[config.mk]
export PLATFORM = sky130hd
export DESIGN_NAME = safe_sequencer_flat
export DESIGN_NICKNAME = d
export VERILOG_FILES = /design/src/rtl/safe_sequencer_if.sv /design/src/rtl/safe_sequencer.sv /design/src/flat_wrapper.sv
export SDC_FILE = /design/constraint.sdc
export NUM_CORES = 1
export LEC_CHECK = 0
export BUFFER_PORTS_ARGS = -buffer_cell sky130_fd_sc_hd__buf_2
export CAP_MARGIN = 25
export CELL_PAD_IN_SITES_DETAIL_PLACEMENT = 0
export CELL_PAD_IN_SITES_GLOBAL_PLACEMENT = 1
export CORE_ASPECT_RATIO = 0.5
export CORE_MARGIN = 2
export CORE_UTILIZATION = 46
export DETAILED_ROUTE_END_ITERATION = 16
export PLACE_DENSITY = 0.85
export SLEW_MARGIN = 20
export SYNTH_ARGS = -nofsm -noshare
export SYNTH_HDL_FRONTEND = slang
export SYNTH_SLANG_ARGS = --single-unit
[constraint.sdc]
create_clock -name clk -period 2.46 [get_ports clk]
set_clock_uncertainty 0.1 [all_clocks]
set_input_delay 0.246 -clock clk [delete_from_list [all_inputs] [get_ports clk]]
set_output_delay 0.246 -clock clk [all_outputs]
set_load 0.01 [all_outputs]
[src/rtl/safe_sequencer_if.sv]
// safe_sequencer_if
//   Decoded keypad event channel between the key decoder and the safe
//   sequencer. One event per cycle at most.
//   key_valid : one-cycle strobe, key_code is meaningful in that cycle
//   key_code  : 0-9 digit, 10 star (clear/alt), 11 sharp (enter), 12-15 unused
//   master    : drives the event (decoder / testbench)
//   slave     : consumes the event (safe_sequencer)
interface safe_sequencer_if;
    logic       key_valid;
    logic [3:0] key_code;

    modport master (output key_valid, output key_code);
    modport slave  (input  key_valid, input  key_code);
endinterface

[src/rtl/safe_sequencer.sv]
// safe_sequencer
//   Controller FSM for the keypad safe. Collects a PW_LEN-digit entry,
//   checks it against the stored password, and sequences open, relock,
//   password change and failed-attempt lockout. All outputs are registered.
//
//   Optional feature macro: AUTO_RELOCK_EN
//     defined   : OPEN returns to IDLE after RELOCK_CYCLES cycles without key_valid
//     undefined : OPEN is left only by '#', initialize or reset
//
// Ports
//   clk          : system clock, rising edge
//   reset        : synchronous active-high; default password (all zeros), IDLE
//   key_if       : keypad event channel (slave modport: key_valid, key_code)
//   initialize   : synchronous level; same effect as reset
//   password_led : bit i set once digit i of the current buffer is entered
//   state        : 0 IDLE, 1 ENTRY, 2 CHECK, 3 OPEN, 4 SET, 5 LOCKOUT
//   unlocked     : high while in OPEN or SET
//   alarm        : high while in LOCKOUT
//   tries_left   : MAX_TRIES minus the current consecutive fail count
module safe_sequencer #(
    parameter int unsigned PW_LEN        = 6,
    parameter int unsigned MAX_TRIES     = 3,
    parameter int unsigned LOCK_CYCLES   = 1000,
    parameter int unsigned RELOCK_CYCLES = 5000
) (
    input  logic                clk,
    input  logic                reset,
    safe_sequencer_if.slave     key_if,
    input  logic                initialize,
    output logic [PW_LEN-1:0]   password_led,
    output logic [2:0]          state,
    output logic                unlocked,
    output logic                alarm,
    output logic [3:0]          tries_left
);

    if (PW_LEN < 1 || PW_LEN > 8) begin : g_bad_pw_len
        $error("safe_sequencer: PW_LEN must be 1..8");
    end
    if (MAX_TRIES < 1 || MAX_TRIES > 15) begin : g_bad_max_tries
        $error("safe_sequencer: MAX_TRIES must be 1..15");
    end
    if (LOCK_CYCLES < 1) begin : g_bad_lock
        $error("safe_sequencer: LOCK_CYCLES must be >= 1");
    end
    if (RELOCK_CYCLES < 1) begin : g_bad_relock
        $error("safe_sequencer: RELOCK_CYCLES must be >= 1");
    end

    typedef enum logic [2:0] {
        S_IDLE    = 3'd0,
        S_ENTRY   = 3'd1,
        S_CHECK   = 3'd2,
        S_OPEN    = 3'd3,
        S_SET     = 3'd4,
        S_LOCKOUT = 3'd5
    } state_e;

    localparam int unsigned CW         = $clog2(PW_LEN + 1);
    localparam int unsigned LW         = $clog2(LOCK_CYCLES + 1);
    localparam logic [CW-1:0] FULL     = CW'(PW_LEN);
    localparam logic [3:0]    TRIES_INIT = 4'(MAX_TRIES);

    state_e                  state_q;
    logic [4*PW_LEN-1:0]     buf_q;
    logic [4*PW_LEN-1:0]     pw_q;
    logic [CW-1:0]           count_q;
    logic [PW_LEN-1:0]       led_q;
    logic [3:0]              tries_q;
    logic [LW-1:0]           lock_q;
    logic                    unlocked_q;
    logic                    alarm_q;
`ifdef AUTO_RELOCK_EN
    localparam int unsigned RW = $clog2(RELOCK_CYCLES + 1);
    logic [RW-1:0]           relock_q;
`endif

    logic key_digit, key_star, key_sharp, match;
    logic [4*PW_LEN-1:0]     buf_wr_d;
    logic [PW_LEN-1:0]       led_wr_d;

    assign key_digit = key_if.key_valid && (key_if.key_code <= 4'd9);
    assign key_star  = key_if.key_valid && (key_if.key_code == 4'd10);
    assign key_sharp = key_if.key_valid && (key_if.key_code == 4'd11);
    assign match     = (count_q == FULL) && (buf_q == pw_q);

    // Buffer/LED image with the current key written at slot count_q;
    // unchanged once the buffer is full.
    always_comb begin
        buf_wr_d = buf_q;
        led_wr_d = led_q;
        for (int unsigned i = 0; i < PW_LEN; i++) begin
            if (count_q == CW'(i)) begin
                buf_wr_d[4*i +: 4] = key_if.key_code;
                led_wr_d[i]        = 1'b1;
            end
        end
    end

    always_ff @(posedge clk) begin
        if (reset || initialize) begin
            state_q    <= S_IDLE;
            buf_q      <= '0;
            pw_q       <= '0;
            count_q    <= '0;
            led_q      <= '0;
            tries_q    <= TRIES_INIT;
            lock_q     <= '0;
            unlocked_q <= 1'b0;
            alarm_q    <= 1'b0;
`ifdef AUTO_RELOCK_EN
            relock_q   <= '0;
`endif
        end else begin
            case (state_q)
                S_IDLE: begin
                    if (key_digit) begin
                        buf_q   <= buf_wr_d;
                        led_q   <= led_wr_d;
                        count_q <= count_q + 1'b1;
                        state_q <= S_ENTRY;
                    end
                end

                S_ENTRY: begin
                    if (key_digit) begin
                        if (count_q != FULL) begin
                            buf_q   <= buf_wr_d;
                            led_q   <= led_wr_d;
                            count_q <= count_q + 1'b1;
                        end
                    end else if (key_star) begin
                        buf_q   <= '0;
                        led_q   <= '0;
                        count_q <= '0;
                        state_q <= S_IDLE;
                    end else if (key_sharp) begin
                        state_q <= S_CHECK;
                    end
                end

                S_CHECK: begin
                    buf_q   <= '0;
                    led_q   <= '0;
                    count_q <= '0;
                    if (match) begin
                        tries_q    <= TRIES_INIT;
                        unlocked_q <= 1'b1;
                        state_q    <= S_OPEN;
`ifdef AUTO_RELOCK_EN
                        relock_q   <= RW'(RELOCK_CYCLES - 1);
`endif
                    end else if (tries_q <= 4'd1) begin
                        tries_q <= '0;
                        alarm_q <= 1'b1;
                        // Loaded one short: the exit happens on the edge
                        // that sees zero, giving exactly LOCK_CYCLES cycles.
                        lock_q  <= LW'(LOCK_CYCLES - 1);
                        state_q <= S_LOCKOUT;
                    end else begin
                        tries_q <= tries_q - 1'b1;
                        state_q <= S_IDLE;
                    end
                end

                S_LOCKOUT: begin
                    if (lock_q == '0) begin
                        alarm_q <= 1'b0;
                        tries_q <= TRIES_INIT;
                        state_q <= S_IDLE;
                    end else begin
                        lock_q <= lock_q - 1'b1;
                    end
                end

                S_OPEN: begin
                    if (key_sharp) begin
                        unlocked_q <= 1'b0;
                        state_q    <= S_IDLE;
                    end else if (key_star) begin
                        buf_q   <= '0;
                        led_q   <= '0;
                        count_q <= '0;
                        state_q <= S_SET;
                    end
`ifdef AUTO_RELOCK_EN
                    else if (key_if.key_valid) begin
                        relock_q <= RW'(RELOCK_CYCLES - 1);
                    end else if (relock_q == '0) begin
                        unlocked_q <= 1'b0;
                        state_q    <= S_IDLE;
                    end else begin
                        relock_q <= relock_q - 1'b1;
                    end
`endif
                end

                S_SET: begin
                    if (key_digit) begin
                        if (count_q != FULL) begin
                            buf_q   <= buf_wr_d;
                            led_q   <= led_wr_d;
                            count_q <= count_q + 1'b1;
                        end
                    end else if (key_sharp || key_star) begin
                        if (key_sharp && count_q == FULL) begin
                            pw_q <= buf_q;
                        end
                        buf_q   <= '0;
                        led_q   <= '0;
                        count_q <= '0;
                        state_q <= S_OPEN;
`ifdef AUTO_RELOCK_EN
                        relock_q <= RW'(RELOCK_CYCLES - 1);
`endif
                    end
                end

                default: begin
                    buf_q      <= '0;
                    led_q      <= '0;
                    count_q    <= '0;
                    unlocked_q <= 1'b0;
                    alarm_q    <= 1'b0;
                    state_q    <= S_IDLE;
                end
            endcase
        end
    end

    assign password_led = led_q;
    assign state        = state_q;
    assign unlocked     = unlocked_q;
    assign alarm        = alarm_q;
    assign tries_left   = tries_q;

endmodule
[src/flat_wrapper.sv]
// flat-port wrapper written by rule: the top's interface ports become plain ports
module safe_sequencer_flat 
#(
    parameter int unsigned PW_LEN        = 6,
    parameter int unsigned MAX_TRIES     = 3,
    parameter int unsigned LOCK_CYCLES   = 1000,
    parameter int unsigned RELOCK_CYCLES = 5000
)
  (clk, reset, initialize, password_led, state, unlocked, alarm, tries_left, key_if_key_valid, key_if_key_code);
  safe_sequencer_if key_if_i ();
  input  logic clk;
  input  logic reset;
  input  logic initialize;
  output logic [PW_LEN-1:0] password_led;
  output logic [2:0] state;
  output logic unlocked;
  output logic alarm;
  output logic [3:0] tries_left;
  input wire logic [$bits(key_if_i.key_valid)-1:0] key_if_key_valid;
  input wire logic [$bits(key_if_i.key_code)-1:0] key_if_key_code;
  assign key_if_i.key_valid = key_if_key_valid;
  assign key_if_i.key_code = key_if_key_code;
  safe_sequencer #(.PW_LEN(PW_LEN), .MAX_TRIES(MAX_TRIES), .LOCK_CYCLES(LOCK_CYCLES), .RELOCK_CYCLES(RELOCK_CYCLES)) u_core (.clk(clk), .reset(reset), .key_if(key_if_i), .initialize(initialize), .password_led(password_led), .state(state), .unlocked(unlocked), .alarm(alarm), .tries_left(tries_left));
endmodule
# Word level (Yosys, flattened, before mapping)
# Cells that the tools add are included.
# op_classes
addsub	3
n_reduce_logical	20
n_lt_le_gt_ge	2
n_eq_ne	29
mux	63
n_bitwise	4
# ops
cell	n
24-bit two-way mux	7
24-bit one-hot mux with 5 select lines	1
3-bit two-way mux	18
6-bit two-way mux	7
4-bit two-way mux	9
10-bit two-way mux	3
6-bit one-hot mux with 5 select lines	1
24-bit == test	1
10-bit one-hot mux with 2 select lines	1
3-bit one-hot mux with 6 select lines	1
4-bit AND reduction	4
3-bit == test (second input constant)	5
3-bit one-hot mux with 5 select lines	1
3-bit by 2-bit == test with 1-bit output (second input constant)	4
2-bit by 1-bit != test with 1-bit output (second input constant)	6
1-bit two-way mux	11
10-bit logical NOT	1
2-bit != test (second input constant)	5
10-bit by 1-bit subtractor with 10-bit output (second input constant)	1
3-bit by 1-bit != test with 1-bit output (second input constant)	3
4-bit == test (second input constant)	2
4-bit one-hot mux with 2 select lines	1
4-bit OR reduction	2
7-bit AND reduction	1
other kinds (14)	25
# word_totals
wordCells	130
inputBits	8
reg_bits	76
output_inout_bits	15

# Logic depth before layout (Yosys ltp)
# Gate-level depths: netlist (run 1).
# logic_depth
depth_word	6
ltp_mapped	10
depth_no_buf	8

# Worst setup path before layout (run 1)
# OpenSTA, ideal clock, no wires.
# synth_path
kind	register to register
startpoint	reg u_core.count_q[0]
endpoint	reg u_core.buf_q[23]
period_less_slack_ns	1.961
n_path_buf	0
path_stages_with_launch	9
arrival_time_ns	1.803
setup_slack_ns	0.499
required_time_ns	2.302
cell_sequence	dfxtp_1 > inv_1 > ha_1 > inv_1 > nor2_1 > maj3_1 > nor2_1 > nand3_1 > a2bb2o_1
# synth_between
elab_chain_len	5
elab_cells_between_ends	8
# synth_lines
element	line	rtl
start, declared	safe_sequencer.sv:67	logic [CW-1:0] count_q;
start signal, assigned	safe_sequencer.sv:120	count_q <= count_q + 1'b1;
start signal, assigned	safe_sequencer.sv:130	count_q <= count_q + 1'b1;
start signal, assigned	safe_sequencer.sv:203	count_q <= count_q + 1'b1;
3-bit == test	safe_sequencer.sv:93	if (count_q == CW'(i)) begin
4-bit two-way mux	safe_sequencer.sv:93	
24-bit two-way mux	safe_sequencer.sv:127, safe_sequencer.sv:200	
24-bit two-way mux (on tied branches)	safe_sequencer.sv:199, safe_sequencer.sv:126	
24-bit one-hot mux with 5 select lines *	safe_sequencer.sv:115	case (state_q)
end signal, assigned	safe_sequencer.sv:118	buf_q <= buf_wr_d;
end signal, assigned	safe_sequencer.sv:128	buf_q <= buf_wr_d;
end signal, assigned	safe_sequencer.sv:201	buf_q <= buf_wr_d;
end, declared	safe_sequencer.sv:65	logic [4*PW_LEN-1:0] buf_q;
# Mark *: on every way between the ends. The rest lies on a longest branch, timed or not. The select of a mux whose other input is x is not followed.
# A chain may end at the register's enable or synchronous reset.

# Final worst setup path (run 1)
# layout_path
startpoint	reg u_core.buf_q[18]
endpoint	reg u_core.state_q[1] (netlist: u_core.state[1])
# layout_between
elab_chain_len	4
# layout_lines
element	line	rtl
24-bit == test	safe_sequencer.sv:85	assign match = (count_q == FULL) && (buf_q == pw_q);
1-bit logical AND	safe_sequencer.sv:85	
3-bit two-way mux	safe_sequencer.sv:146	if (match) begin
3-bit one-hot mux with 6 select lines	safe_sequencer.sv:115	
end signal, assigned	safe_sequencer.sv:121	state_q <= S_ENTRY;
end signal, assigned	safe_sequencer.sv:149	state_q <= S_OPEN;
end signal, assigned	safe_sequencer.sv:159	state_q <= S_LOCKOUT;
end, declared	safe_sequencer.sv:64	state_e state_q;
# Every way passes these cells.

==> qor.yml, run 1 <==
synthesis:
  synth_simple_gate_area_share_pct: 20.6
  synth_fa_ha_area_share_pct: 3.50
  yosysWarningCount: 0
  yosysTopAreaCell: "sky130_fd_sc_hd__dfxtp_1"
  postSynthCellCount: 431
  synth-seq-cells: 76
  synth_mux_area_share_pct: 5.28
  syn_std_cell_area_mm2: 0.00379
  dominant_combinational_cell_family_by_area_after_synthesis: "simple AND/OR/NAND/NOR gates"
  synth-compound-area-share_pct: 18.5
  netlist-cell-type-count: 59
  yosys-top-cells-count: "sky130_fd_sc_hd__dfxtp_1, sky130_fd_sc_hd__nor2_1, sky130_fd_sc_hd__a21oi_1, sky130_fd_sc_hd__nand2_1, sky130_fd_sc_hd__mux2i_1"
  syn_area_per_cell_um2: 8.80
  synth_top_cell_area_share_pct: 40.1
  syn-num-nets: 448
  synth-main-ff-cell: "sky130_fd_sc_hd__dfxtp_1"
  synth-edff-count: 0
  synthTopCellsByArea: "sky130_fd_sc_hd__dfxtp_1, sky130_fd_sc_hd__nor2_1, sky130_fd_sc_hd__mux2i_1"
  synth-xor-area-share_pct: 7.85
  synth_most_common_cell: "sky130_fd_sc_hd__dfxtp_1"
  synthArstFlopShare_pct: 0
  yosysSeqAreaShare_pct: 40.1
critical_path:
  critPathRequiredTime_ps: 2600
  worst-r2r-cell-count: 7
  worst-endpoint-arrival_ps: 2350
  critical_path.max_stage_delay_ps: 420
  rr_startpoint: "u_core.buf_q[18]"
  ff2ff_setup_slack_ps: 250
  setup.worst_path.start_class: "flop"
  cp_cell_sequence: "xor2_1 > nor4_1 > nand4_1 > nor4_4 > buf_4 > nand2_1 > a311oi_1"
  worst-path-max-fanout: 4
  reg_to_reg_critical_path_endpoint: "u_core.state[1]"
  cell_with_the_largest_stage_delay_on_the_worst_path: "sky130_fd_sc_hd__nor4_1"
  criticalPathCategory: "reg2reg"
  kind_of_end_point_of_the_critical_path: "flop"
timing:
  slew_violations: 0
  timing.slew.headroom_pct: 56.8
  worstMarginPinSlew_ps: 646
  fmax_mhz: 453
  final.min_clock_period_ps: 2210
  grt_setup_unrepaired: "no"
  worst_hold_slack_ps: 192
  number_of_hold_violations_in_the_final_report: 0
  timing.final.crit_share_pct: 89.8
  setup-violations-final: 0
  setup_total_negative_slack_ps: 0
floorplan:
  die-area_mm2: 0.00903
  die_x_um: 132
  floorplan.io_pins: 23
  design.core.area_mm2: 0.00800
  row_count: 23
  die_height_um: 68.2
  initial_utilization_pct: 47.4
final_layout:
  fillerInstances: 769
  finish.net_count: 478
  final_layout_size_suffix_gt1_share_pct: 14.8
  n_antenna_cell: 0
  finalNonFillerCells: 577
  area.growth.synth_to_final_pct: 17.1
clock_tree:
  cts_tree: "done"
  maximum_number_of_buffers_from_clock_root_to_sink: 2
  clk_latency_ps: 340
  cts.root.buffer_cell: "sky130_fd_sc_hd__clkbuf_16"
  cts.sink_count: 76
  post-cts-setup-buffer-count: 0
  cts_max_level: 3
  number_of_clock_buffers_inserted_by_tritoncts: 9
  cts.reportedPaths.clkPinSlew_ps: 60
  cts_hold_buffers: 0
placement:
  portBuffers: 22
  post-place-cells: 562
  gp_routability_congestion: 0.852
  hpwlAfterDp_mm: 6.50
pwr:
  powerDensity_mw_per_mm2: 640
  internal-power_mw: 2.21
  clkPwrFrac_pct: 50.4
  switchingPower_mw: 0.635
  total_leakage_power_nw: 1.93
  pwr-share-seq_pct: 43.7
  combinationalPowerShare_pct: 5.9
  vdd.ir_drop.worst_mv: 0.322
  netSwitchingFraction_pct: 22.3
drt:
  drc_errors: 0
  vias: 3208
  post_drt_wl_per_cell_um: 16.2
  avgViaCountPerCell: 5.56
  drt_pre_antenna_iters: 5
  ant_nets: 0
  detail_route.wirelength_mm: 9.34
  detailedRoute.firstIterationViolations: 222
min_path:
  min-delay-path-class: "in2reg"
  hold_depth: 3
  hold_end: "u_core.buf_q[15]"
  hold_start: "key_if_key_code[3]"
global_route:
  grt_first_pass_wirelength_mm: 15.3
  total_gr_overflow: 0
  number_of_global_route_vias_before_repair: 3002
  grt_util_all_layers_pct: 22.1
  grt_start_max_net_pins: 42
  grt_antenna_before_repair: 0
flow_run:
  maxCapViolations: 0
run_status:
  outcome: "finished clean"
[power groups by stage]
stage	Sequential, mW	Clock (mW)	Combinational (mW)
after floorplan	1.27	0	0.104
after global placement	1.27	0	0.166
after detailed placement	1.27	0	0.164
after CTS	1.24	1.45	0.166
after global routing	1.24	1.50	0.182
final	1.24	1.43	0.168
[registers in the layout, summed over array words and instances, names as in the netlist]
signal and cells:
u_core.alarm 1, u_core.buf_q 24, u_core.count_q 3, u_core.lock_q 10, u_core.password_led 6, u_core.pw_q 24, u_core.state 3, u_core.tries_left 4
u_core.unlocked 1
[worst max path at each step]
stage | startpoint | endpoint | slack, ps | cells past startpoint
floorplan | u_core.count_q[0] | u_core.buf_q[23] | 500 | 8
global placement | u_core.count_q[0] | u_core.buf_q[23] | 180 | 8
detailed placement | u_core.count_q[0] | u_core.buf_q[12] | 170 | 8
CTS | u_core.count_q[0] | u_core.buf_q[23] | 150 | 8
global route | u_core.buf_q[18] | u_core.lock_q[3] | 100 | 6
finish | u_core.buf_q[18] | u_core.state[1] | 250 | 7
[timing repair]
item | 4_1_cts | 5_1_grt
endpoints found under the setup margin | 0 | 4
resized for setup | 0 | 1
endpoints found under the hold margin | 0 | 0
[area by class of cell]
type                    count  area, um2  area share, %
inverters                  15       56.3           1.27
flip-flops and latches     76       1520           34.3
well taps                 112        140           3.15
clock inverters             5       85.1           1.92
multi-input cells         318       2120           47.8
repair buffers             41        278           6.25
clock buffers              10        239           5.38
[per-layer routing]
layer	vias up	global-route usage, %	routed length, um
li1	1605	-	-
met1	1523	28.9	4520
met2	68	35.8	4130
met3	12	6.59	573
met4	0	6.99	116
met5	-	0	0
[cells by family after synthesis]
family / after synthesis
AND/OR/NAND/NOR: 152
AO/OA/AOI/OAI: 101
flip-flops: 76
buffers and inverters: 37
XOR/XNOR: 34
multiplexers: 20
adder cells (fa/ha/maj): 11
[per-stage QoR]
step | area, um2 | utilization [%] | setup WS (ps) | power [mW]
global placement | 4120 | 51.4 | 177 | 1.44
finish | 4440 | 55.5 | 251 | 2.84
detailed placement | 4120 | 51.4 | 172 | 1.44
global route | 4440 | 55.5 | 96.9 | 2.93
floorplan | 3790 | - | 499 | 1.37
CTS | 4440 | 55.5 | 153 | 2.86
[critical path, delay by kind of cell, from the launching register on]
family                    cells  cell delay [ps]
xor gates and xnor gates      1              170
buffers and inverters         1              180
AOI/OAI and AO/OA             1              260
DFF                           1              330
and+or+nand+nor               4             1060
[cell usage in the layout (no fill, tap or decap), drive strengths merged, types with 3 or more instances in the layout]
| cell | Yosys | layout |
|---|---|---|
| o32ai | 3 | 3 |
| clkbuf | 11 | 10 |
| nand3 | 13 | 13 |
| a22o | 6 | 6 |
| and2 | 3 | 3 |
| nor3 | 10 | 10 |
| buf | 11 | 41 |
| or2 | 3 | 3 |
| o21ai | 15 | 15 |
| a2bb2o | 3 | 3 |
| mux2i | 20 | 20 |
| o211ai | 6 | 6 |
| a21oi | 28 | 28 |
| nand2 | 23 | 23 |
| a31oi | 4 | 4 |
| a21o | 4 | 4 |
| o21a | 8 | 8 |
| xor2 | 16 | 16 |
| nor2b | 3 | 3 |
| dfxtp | 76 | 76 |
| inv | 15 | 16 |
| o22ai | 4 | 4 |
| nor2 | 59 | 59 |
| or4 | 3 | 3 |
| nor4 | 8 | 8 |
| ha | 9 | 9 |
| nand4 | 11 | 11 |
| a32o | 5 | 5 |
| xnor2 | 18 | 18 |
| and3 | 3 | 3 |
(Power assumes the default switching activity.)
==> run 2: changes to the inputs <==
Clock period 2.46 ns to 2.1 ns, I/O delays scaled along.
==> run 2 against run 1 <==
Global-route usage increased by 0.44 points; critical path depth decreased by 2; core utilization rose by 3.0 points; die area unchanged; combinational power grew 30%; count of clock-buffer cells in the layout is 1 lower; via count is 4.4% higher; first-iteration DRC count is 13% higher; flip-flop and latch count unchanged; clock power grew 9%; register-to-register slack worse by 220 ps; final cell count increased by 5.5%.
==> qor.yml, run 2 (same netlist as run 1, synthesis figures left out) <==
min_path:
  hold_depth: 4
  min-delay-path-class: "in2reg"
  hold_end: "u_core.tries_left[1]"
  hold_start: "reset"
placement:
  post-place-cells: 587
  placement.cell_area_mm2: 0.00430
  gp_routability_congestion: 0.872
  hpwlAfterDp_mm: 6.82
  portBuffers: 22
global_route:
  number_of_global_route_vias_before_repair: 3039
  grt_first_pass_wirelength_mm: 15.6
  grt_antenna_before_repair: 0
  total_gr_overflow: 0
  grt_start_max_net_pins: 42
  grt_util_all_layers_pct: 22.5
drt:
  detailedRoute.firstIterationViolations: 250
  drt_pre_antenna_iters: 5
  ant_nets: 0
  avgViaCountPerCell: 5.50
  vias: 3348
  post_drt_wl_per_cell_um: 15.9
  drc_errors: 0
  detail_route.wirelength_mm: 9.66
critical_path:
  kind_of_end_point_of_the_critical_path: "flop"
  path_buf_inv: 0
  worst-path-max-fanout: 6
  cell_with_the_largest_stage_delay_on_the_worst_path: "sky130_fd_sc_hd__or4_4"
  rr_startpoint: "u_core.lock_q[3]"
  ff2ff_setup_slack_ps: 30
  critical_path.max_stage_delay_ps: 550
  cp_cell_sequence: "or4_4 > nand4bb_4 > o31a_1 > nor4_1 > o21ai_1"
  criticalPathCategory: "reg2reg"
  critPathTopFamily: "simple AND/OR/NAND/NOR gates"
  setup.worst_path.start_class: "flop"
  critPathRequiredTime_ps: 2220
  worst-endpoint-arrival_ps: 2190
  worst-r2r-cell-count: 5
  reg_to_reg_critical_path_endpoint: "u_core.tries_left[0]"
floorplan:
  initial_utilization_pct: 47.4
  die_height_um: 68.2
  design.core.area_mm2: 0.00800
  row_count: 23
  floorplan.io_pins: 23
  die-area_mm2: 0.00903
  die_x_um: 132
clock_tree:
  clk_latency_ps: 340
  cts.sink_count: 76
  cts_tree: "done"
  number_of_clock_buffers_inserted_by_tritoncts: 9
  cts.root.buffer_cell: "sky130_fd_sc_hd__clkbuf_16"
  maximum_number_of_buffers_from_clock_root_to_sink: 2
  cts.reportedPaths.clkPinSlew_ps: 60
  cts_max_level: 3
pwr:
  internal-power_mw: 2.46
  combinationalPowerShare_pct: 6.8
  clkPwrFrac_pct: 48.2
  pwr-share-seq_pct: 45.0
  powerDensity_mw_per_mm2: 690
  switchingPower_mw: 0.776
  netSwitchingFraction_pct: 24.0
  total_leakage_power_nw: 2.09
  vdd.ir_drop.worst_mv: 0.381
timing:
  setup_total_negative_slack_ps: 0
  fmax_mhz: 484
  worstMarginPinSlew_ps: 657
  worst_hold_slack_ps: 188
  final.min_clock_period_ps: 2070
  timing.slew.headroom_pct: 56.1
  setup-violations-final: 0
  number_of_hold_violations_in_the_final_report: 0
  slew_violations: 0
  timing.final.crit_share_pct: 98.4
final_layout:
  layout_commonest_cell: "sky130_fd_sc_hd__dfxtp_1"
  reg_top3: "u_core.buf_q x24, u_core.pw_q x24, u_core.lock_q x10"
  finalNonFillerCells: 609
  finish.net_count: 509
  area.growth.synth_to_final_pct: 23.5
  final_layout_size_suffix_gt1_share_pct: 22.1
  n_antenna_cell: 0
  final_instance_area_mm2: 0.00469
  final_core_utilization_pct: 58.6
  mostFrequentLayoutCells: "sky130_fd_sc_hd__dfxtp_1, sky130_fd_sc_hd__nor2_1, sky130_fd_sc_hd__buf_4, sky130_fd_sc_hd__a21oi_1"
flow_run:
  maxCapViolations: 0
run_status:
  outcome: "finished clean"
[run 2: layout make-up]
class	count	area (um2)
clock inverters	7	73.8
clock buffers	9	225
well taps	112	140
repair buffers	72	510
fillers	735	3310
flip-flops and latches	76	1520
inverters	15	56.3
multi-input cells	318	2160
[run 2: worst min-delay path, delay by kind of cell]
family                 cells  cell delay [ps]
buffers and inverters      2              250
AOI/OAI and AO/OA          1               80
and+or+nand+nor            1               40
[run 2: worst max path at each step]
stage | depth (start not counted) | end | from | slack [ps]
5_1_grt | 6 | u_core.state[1] | u_core.lock_q[4] | -20
4_1_cts | 5 | u_core.tries_left[0] | u_core.lock_q[3] | 40
2_1_floorplan | 8 | u_core.buf_q[23] | u_core.count_q[0] | 140
3_3_place_gp | 6 | u_core.lock_q[3] | u_core.buf_q[11] | -70
3_5_place_dp | 6 | u_core.lock_q[3] | u_core.buf_q[11] | -80
6_report | 5 | u_core.tries_left[0] | u_core.lock_q[3] | 30
[run 2: power groups by stage]
stage                     clock, mW  sequential, mW  combinational, mW
after global routing           1.65            1.45              0.238
after detailed placement          0            1.49              0.211
after CTS                      1.59            1.45              0.212
after global placement            0            1.49              0.213
final                          1.56            1.45              0.219
after floorplan                   0            1.49              0.122
[run 2: per-layer routing]
metal | global-route usage (%) | wire [um] | vias up
li1 | - | - | 1672
met1 | 29.7 | 4760 | 1579
met2 | 36.3 | 4240 | 78
met3 | 6.22 | 497 | 19
met4 | 7.66 | 162 | 0
met5 | 0 | 0 | -
[run 2: timing repair]
| action | 4_1_cts | 5_1_grt |
|---|---|---|
| pin swaps | 1 | 2 |
| endpoints found under the setup margin | 13 | 27 |
| cloned | 0 | 0 |
| setup buffers | 0 | 6 |
| hold buffers | 0 | 0 |
| resized for setup | 1 | 10 |
[run 2: per-stage QoR]
step / power [mW] / worst slack, ps
floorplan: 1.61 / 139
global placement: 1.70 / -72.3
detailed placement: 1.70 / -80.9
CTS: 3.25 / 41.4
global route: 3.34 / -18.9
finish: 3.23 / 34.4
==> run 3: changes to the inputs <==
Settings changed: CORE_UTILIZATION 46 to 42, PLACE_DENSITY 0.85 to 0.82.
Clock period 2.1 ns to 1.9 ns, I/O delays scaled along.
==> run 3 against run 2 <==
The flow now finishes with violations (negative setup slack); worst hold slack worse by 110 ps; design area up 9.9%; total power up 7.4%; sequential power up 11%; worst setup slack worse by 120 ps; critical path type unchanged; sequential share of layout area down 2.8 points; critical path depth up 1; routed wire length up 15%; via count up 7.9%; clock power about the same; non-clock buffer count up 38; flip-flop and latch count unchanged.
==> qor.yml, run 3 (same netlist as run 1, synthesis figures left out) <==
timing:
  worst_hold_slack_ps: 75.3
  grt_setup_unrepaired: "yes"
  setup_total_negative_slack_ps: -372
  timing.final.crit_share_pct: 104
  slew_violations: 0
  worstMarginPinSlew_ps: 394
  timing.slew.headroom_pct: 73.6
  final.min_clock_period_ps: 1980
  setup_slack_ps: -82.6
  setup-violations-final: 13
  number_of_hold_violations_in_the_final_report: 0
  fmax_mhz: 504
critical_path:
  criticalPathCategory: "reg2reg"
  setup.worst_path.start_class: "flop"
  worst-path-max-fanout: 2
  kind_of_end_point_of_the_critical_path: "flop"
  worst-endpoint-arrival_ps: 2100
  critical_path.max_stage_delay_ps: 530
  cell_with_the_largest_stage_delay_on_the_worst_path: "sky130_fd_sc_hd__or4_4"
  cp_cell_sequence: "or4_4 > buf_4 > or3_4 > nor3_4 > xnor2_1 > a21oi_1"
  ff2ff_setup_slack_ps: -80
  critPathRequiredTime_ps: 2010
floorplan:
  die-area_mm2: 0.00986
  row_count: 24
  design.core.area_mm2: 0.00874
  die_x_um: 138
  die_height_um: 71.2
  initial_utilization_pct: 43.4
  floorplan.io_pins: 23
drt:
  drt_pre_antenna_iters: 5
  vias: 3612
  drc_errors: 0
  detailedRoute.firstIterationViolations: 244
  detail_route.wirelength_mm: 11.1
  avgViaCountPerCell: 5.53
  post_drt_wl_per_cell_um: 17.0
  ant_nets: 0
global_route:
  number_of_global_route_vias_before_repair: 3479
  grt_antenna_before_repair: 0
  grt_start_max_net_pins: 38
  total_gr_overflow: 0
  grt_util_all_layers_pct: 22.7
  grt_first_pass_wirelength_mm: 17.6
final_layout:
  finish.net_count: 548
  finalNonFillerCells: 653
  final_layout_size_suffix_gt1_share_pct: 33.8
  final_core_utilization_pct: 58.9
  area.growth.synth_to_final_pct: 35.7
  n_antenna_cell: 0
  reg_top3: "u_core.buf_q x24, u_core.pw_q x24, u_core.lock_q x10"
  mostFrequentLayoutCells: "sky130_fd_sc_hd__buf_4, sky130_fd_sc_hd__dfxtp_1, sky130_fd_sc_hd__nor2_1, sky130_fd_sc_hd__a21oi_1, sky130_fd_sc_hd__buf_2"
  final_instance_area_mm2: 0.00515
  layout_commonest_cell: "sky130_fd_sc_hd__buf_4"
clock_tree:
  cts.reportedPaths.clkPinSlew_ps: 60
  cts.sink_count: 76
  cts_hold_buffers: 0
  cts.root.buffer_cell: "sky130_fd_sc_hd__clkbuf_16"
  number_of_clock_buffers_inserted_by_tritoncts: 9
  maximum_number_of_buffers_from_clock_root_to_sink: 2
  clk_latency_ps: 340
  cts_tree: "done"
  cts_max_level: 3
min_path:
  min-delay-path-class: "in2reg"
placement:
  place_ws_ps: -187
  gp_routability_congestion: 0.918
  portBuffers: 22
  post-place-cells: 630
  placement.cell_area_mm2: 0.00460
  hpwlAfterDp_mm: 7.42
flow_run:
  maxCapViolations: 0
pwr:
  total_leakage_power_nw: 2.35
  vdd.ir_drop.worst_mv: 0.424
  powerDensity_mw_per_mm2: 674
  total_power_mw: 3.47
run_status:
  outcome: "complete, but fails checks"
  violations: "negative setup slack"
## run 3: cell count changes in the layout (fill, tap and decap cells not counted), sizes merged
cell      previous run  this run
clkinvlp             1         0
bufinv               1         0
or3                  2         3
buf                 72       110
inv                 17        15
clkinv               3         6
clkbuf               9        10
## run 3: per-layer routing
| metal | vias to the layer above | global-route usage, % | share of wire, % |
|---|---|---|---|
| met5 | - | 0 | 0 |
| li1 | 1745 | - | - |
| met2 | 89 | 36.7 | 47 |
| met4 | 0 | 5.90 | 1.4 |
| met3 | 18 | 5.42 | 4.5 |
| met1 | 1760 | 31.0 | 47 |
## run 3: repair_timing
item	CTS	global route
pin swaps	3	12
setup buffers	0	6
setup endpoints to repair	28	35
cloned	0	1
gates resized for setup	15	39
## run 3: cell type report
class / count / area [um2]
clock buffers: 10 / 229
clock inverters: 6 / 41.3
fillers: 761 / 3590
inverters: 15 / 56.3
multi-input cells: 319 / 2330
flip-flops and latches: 76 / 1530
well taps: 117 / 146
repair buffers: 110 / 811
## run 3: report_power, final
part           internal [mW]  switching, mW
Sequential              1.60        0.00694
Clock                  0.884          0.693
Combinational          0.118          0.170
## run 3: critical path, delay by kind of cell (launching register included)
kind            cells  cell delay [ps]
simple gates        3             1080
buf+inv             1              150
xor+xnor            1              130
compound gates      1               70
flops               1              320
## run 3: path summary, 6_finish.rpt
check | start | end | depth (start not counted)
worst min register to register | u_core.password_led[5] | u_core.password_led[5] | 1
worst max register to register | u_core.lock_q[3] | u_core.lock_q[9] | 6
worst max-delay path | u_core.lock_q[3] | u_core.lock_q[9] | 6
worst min-delay path | initialize | u_core.password_led[2] | 3
